### config.mk
export PLATFORM = sky130hd
export DESIGN_NAME = srl_start_fifo_ctrl
export DESIGN_NICKNAME = d
export VERILOG_FILES = /design/src/rtl/srl_start_fifo_ctrl_pkg.sv /design/src/rtl/srl_start_fifo_ctrl_storage.sv /design/src/rtl/srl_start_fifo_ctrl.sv
export SDC_FILE = /design/constraint.sdc
export NUM_CORES = 1
export LEC_CHECK = 0
export CAP_MARGIN = 25
export CORE_AREA = 2 2 43 45
export CTS_BUF_LIST = sky130_fd_sc_hd__clkbuf_8
export DETAILED_ROUTE_END_ITERATION = 16
export DIE_AREA = 0 0 45 47
export PLACE_DENSITY_LB_ADDON = 0.25
export SETUP_SLACK_MARGIN = 0.15
export SYNTH_ARGS = -nofsm -noshare
export SYNTH_HDL_FRONTEND = slang
export SYNTH_SLANG_ARGS = --single-unit
export TNS_END_PERCENT = 1
### constraint.sdc
create_clock -name clk -period 1.6 [get_ports clk]
set_input_delay 0.24 -clock clk [delete_from_list [all_inputs] [get_ports clk]]
set_output_delay 0.24 -clock clk [all_outputs]
set_load 0.01 [all_outputs]
### src/rtl/srl_start_fifo_ctrl_pkg.sv
// Shared sizing helpers for the SRL start-token FIFO controller and its storage.
`timescale 1ns/1ps
package srl_start_fifo_ctrl_pkg;

  // The occupancy counter needs one bit more than the read address so it can hold DEPTH itself.
  localparam int COUNT_EXTRA_BITS = 1;

  function automatic int addr_width_for(input int depth);
    int w;
    w = 1;
    while ((1 << w) < depth) w++;
    return w;
  endfunction

  function automatic int count_width(input int addr_width);
    return addr_width + COUNT_EXTRA_BITS;
  endfunction

endpackage

### src/rtl/srl_start_fifo_ctrl_storage.sv
// DEPTH x DATA_WIDTH shift register: new words enter slot 0 and the read port is a plain mux.
`timescale 1ns/1ps
module srl_fifo_storage #(
  parameter int DATA_WIDTH = 1,
  parameter int ADDR_WIDTH = 1,
  parameter int DEPTH      = 2
) (
  input  logic                  clk,
  input  logic                  we,
  input  logic [ADDR_WIDTH-1:0] addr,
  input  logic [DATA_WIDTH-1:0] din,
  output logic [DATA_WIDTH-1:0] dout
);

  logic [DATA_WIDTH-1:0] srl_q [DEPTH];

  // No reset on purpose: occupancy lives in the controller, so stale slots are never observed.
  always_ff @(posedge clk) begin
    if (we) begin
      srl_q[0] <= din;
      for (int i = 1; i < DEPTH; i++) begin
        srl_q[i] <= srl_q[i-1];
      end
    end
  end

  assign dout = srl_q[addr];

endmodule

### src/rtl/srl_start_fifo_ctrl.sv
// FIFO controller around the SRL storage: occupancy, read address and registered handshake flags.
`timescale 1ns/1ps
module srl_start_fifo_ctrl
  import srl_start_fifo_ctrl_pkg::*;
#(
  parameter int DATA_WIDTH = 1,
  parameter int ADDR_WIDTH = 1,
  parameter int DEPTH      = 2
) (
  input  logic                  clk,
  input  logic                  reset,
  input  logic                  if_write,
  input  logic [DATA_WIDTH-1:0] if_din,
  output logic                  if_full_n,
  input  logic                  if_read,
  output logic [DATA_WIDTH-1:0] if_dout,
  output logic                  if_empty_n,
  output logic [ADDR_WIDTH:0]   if_num_data_valid
);

  localparam int CW     = count_width(ADDR_WIDTH);
  localparam int MIN_AW = addr_width_for(DEPTH);
  localparam logic [CW-1:0] DEPTH_C = CW'(DEPTH);

  logic [CW-1:0]         count_q, count_d;
  logic [ADDR_WIDTH-1:0] addr_q, addr_d;
  logic                  empty_n_q, full_n_q;
  logic                  push, pop;

  assign push = if_write & full_n_q;
  assign pop  = if_read & empty_n_q;

  // addr always points at the oldest word, i.e. count-1 (or 0 when empty).
  always_comb begin
    count_d = count_q;
    addr_d  = addr_q;
    unique case ({push, pop})
      2'b10: begin
        count_d = count_q + CW'(1);
        addr_d  = (count_q != '0) ? addr_q + ADDR_WIDTH'(1) : '0;
      end
      2'b01: begin
        count_d = count_q - CW'(1);
        addr_d  = (count_q > CW'(1)) ? addr_q - ADDR_WIDTH'(1) : '0;
      end
      default: ;
    endcase
  end

  always_ff @(posedge clk or posedge reset) begin
    if (reset) begin
      count_q   <= '0;
      addr_q    <= '0;
      empty_n_q <= 1'b0;
      full_n_q  <= 1'b1;
    end else begin
      count_q   <= count_d;
      addr_q    <= addr_d;
      empty_n_q <= (count_d != '0);
      full_n_q  <= (count_d != DEPTH_C);
    end
  end

  srl_fifo_storage #(
    .DATA_WIDTH (DATA_WIDTH),
    .ADDR_WIDTH (ADDR_WIDTH),
    .DEPTH      (DEPTH)
  ) u_storage (
    .clk  (clk),
    .we   (push),
    .addr (addr_q),
    .din  (if_din),
    .dout (if_dout)
  );

  assign if_empty_n        = empty_n_q;
  assign if_full_n         = full_n_q;
  assign if_num_data_valid = count_q;

  a_addr_width: assert property (@(posedge clk) ADDR_WIDTH >= MIN_AW);
  a_count_max:  assert property (@(posedge clk) disable iff (reset) count_q <= DEPTH_C);
  a_addr_empty: assert property (@(posedge clk) disable iff (reset)
                                 (count_q == '0) |-> (addr_q == '0));
  a_addr_track: assert property (@(posedge clk) disable iff (reset)
                                 (count_q != '0) |-> ({1'b0, addr_q} == count_q - CW'(1)));

endmodule

==> results of run 1 <==
-- path summary, 6_finish.rpt --
check                                endpoint  slack [ns]
min                                    addr_q        0.21
min reg2reg                u_storage.srl_q[1]        0.45
max in group asynchronous           if_full_n        1.15
min in group clk           u_storage.srl_q[1]        0.45
max reg2reg                         if_full_n        0.21
max                                   if_dout        0.16
-- synthesized netlist by cell type, drive strengths merged --
cell / count / area, um2
and3b: 1 / 8.76
ha: 4 / 50.1
o21ai: 3 / 15.0
mux2: 2 / 26.3
dfrtp: 4 / 100
nor3: 3 / 15.0
nor4b: 1 / 15.0
o211ai: 1 / 7.51
nand2b: 1 / 6.26
a211oi: 1 / 7.51
nor2: 2 / 7.51
a21oi: 1 / 5.00
nand2: 3 / 11.3
a31oi: 1 / 6.26
edfxtp: 2 / 60.1
inv: 6 / 22.5
dfstp: 1 / 26.3
-- power by group through the flow --
| stage | combinational, mW | sequential, mW | clock [mW] |
|---|---|---|---|
| 3_3_place_gp | 0.543 | 0.310 | 0 |
| 2_1_floorplan | 0.297 | 0.332 | 0 |
| 3_5_place_dp | 0.543 | 0.308 | 0 |
| 5_1_grt | 0.620 | 0.315 | 0.261 |
| 4_1_cts | 0.528 | 0.307 | 0.248 |
| 6_report | 0.547 | 0.304 | 0.238 |
-- layout make-up --
type / instances / area (um2)
timing repair buffer: 12 / 113
inverter: 6 / 22.5
clock buffer: 3 / 41.3
sequential: 7 / 188
multi-input combinational: 24 / 194
tap: 17 / 21.3
clock inverter: 1 / 3.75
fill: 174 / 1070
-- flip-flops by register name, indices dropped and copies added (netlist names) --
register	cells
addr_q	1
if_empty_n	1
if_full_n	1
if_num_data_valid	2
u_storage.srl_q	2
-- placed cells by master, fill, tap and decap left out --
cell,count
inv_1,6
clkdlybuf4s50_1,6
nand2_1,3
nor3_1,3
ha_1,3
dfrtp_1,3
clkbuf_8,3
buf_4,3
nor2_1,2
o21ai_0,2
dlygate4sd2_1,2
edfxtp_1,2
and3b_1,1
inv_2,1
o21ai_1,1
mux2_4,1
a21oi_1,1
o211ai_1,1
nand2b_1,1
a211oi_1,1
nor4b_2,1
a31oi_1,1
mux2_2,1
ha_4,1
dfstp_2,1
dfrtp_2,1
dlymetal6s2s_1,1
-- timing repair --
item | 4_1_cts | 5_1_grt
endpoints found under the setup margin | 4 | 7
pin swaps | 0 | 0
endpoints found under the hold margin | 0 | 0
hold buffers | 0 | 0
resized for setup | 2 | 3
-- logic make-up (layout without fill, tap and decap cells) --
kind of cell / count (synthesis) / count (layout) / synth area share, %
fa+ha+maj: 4 / 4 / 12.8
mux: 2 / 2 / 6.73
compound gates: 7 / 7 / 10.6
simple gates: 11 / 11 / 16.3
buf+inv: 6 / 22 / 5.77
flops: 7 / 7 / 47.8
-- layer usage --
layer / GRT usage (%) / vias to the layer above / wire, um
li1: - / 159 / -
met1: 10.5 / 144 / 333
met2: 12.9 / 8 / 347
met3: 1.54 / 0 / 39
met4: 7.06 / 0 / 0
met5: 0 / - / 0
==> qor.txt, run 1 <==
final net count - 63
DP Worst Slack - -0.0548 ns
syn_nets - 46
Vias/cell - 4.44
Max-Cap Viols - 0
vias in the first global route - 309
Rows - 15
slowest CP cell - dfrtp_1
Sw Ratio - 33.9%
Max Transition Viols Final - 0
crit path time final - 1.44 ns
peak supply drop - 0.517 mV
Seq/Total Area, Yosys - 47.8%
Layout Cells excl Fill - 70
Tot GR Track Use - 8.49%
Final ANT Viol Nets - 0
Synth Instances - 37
P per Cell Area - 1870 nW/um2
actual slew at the worst max-slew pin - 0.189 ns
status - finished clean
Worst path top cell family by delay - flip-flops
drt first pass iters - 4
design area - 583 um2
Psw - 0.369 mW
post-route clock period utilization - 90.0%
P&R area growth vs syn - 49.4%
placed cell area - 526 um2
initial antenna violation count - 0
remaining global-route overflow - 0
critical path data required time - 1.36 ns
register bit total from synthesis - 7
CTS clk-pin slew, worst paths - 0.04 ns
DRC errors left - 0
CP max FO - 3
Worst Path Buf+Inv - 1
Final Hold Fails - 0
H-tree Lvls - 1
DIE AREA - 2120 um2
Worst-Skew Late Latency - 0.22 ns
CP Capture Type - output pin
worst hold margin - 0.214 ns
Clock Sinks - 7
cts bufs inserted - 3
Critical R2R Launch - if_num_data_valid[1]
leakage - 0.276 nW
Worst setup startpoint - addr_q
RSZ-0062 raised after global routing - yes
power share of the clock group - 21.9%
CTS tree - yes
IO Port Bufs - 9
final core occ - 35.3%
R2R cell count - 4
largest stage delay on the critical path - 0.37 ns
layout cells sized above 1 - 24.5%
n_diodes - 0
Post-Syn Area - 390 um2
IO Pins - 10
first-pass GRT wire length - 1.27 mm
Ys Warns - 0
crit path launch type - flop
Root Driver - clkbuf_8
setup slack after layout - 0.160 ns
average cell area after synthesis - 10.6 um2
starting density of the core - 23.6%
pin count of the biggest net entering global routing - 7
DR iter-0 viols - 5
Slew HR - 87.3%
internal power - 0.720 mW
Setup Skew - 0.00140 ns
Post-Route WL - 721 um
number of instances in the placed design - 66
cell depth of the worst setup path - 2
clock tree buffer depth - 2
Die X - 45 um
WL/cell - 10.3 um
Vert. Die Dim - 47 um
critical path, cell by cell - mux2_2 > dlygate4sd2_1
GPL Wtd Cong - 0.774
setup TNS - 0 ns
part of the power in combinational logic - 50.2%
via count - 311
sequential power share - 28.0%
Crit Path Class - reg -> out
total power - 1.09 mW
Final setup viols - 0
Post-CTS Setup Bufs - 0
Netlist cell types - 19
worst hold path type - in -> async
Fmax achieved - 694 MHz
Worst EP arrival - 1.20 ns
dpl hpwl - 596 um
Placeable Area - 1650 um2
No activity file was read; power rests on OpenSTA's default activity.
==> inputs of run 2 (changes only) <==
--- a/config.mk
+++ b/config.mk
@@ -8,10 +8,12 @@
 export CAP_MARGIN = 25
 export CORE_AREA = 2 2 43 45
 export CTS_BUF_LIST = sky130_fd_sc_hd__clkbuf_8
+export CTS_CLUSTER_DIAMETER = 100
 export DETAILED_ROUTE_END_ITERATION = 16
 export DIE_AREA = 0 0 45 47
 export PLACE_DENSITY_LB_ADDON = 0.25
 export SETUP_SLACK_MARGIN = 0.15
+export SLEW_MARGIN = 20
 export SYNTH_ARGS = -nofsm -noshare
 export SYNTH_HDL_FRONTEND = slang
 export SYNTH_SLANG_ARGS = --single-unit
==> results of run 2 <==
No change in the layout: final DEF, timing and power equal those of run 1.
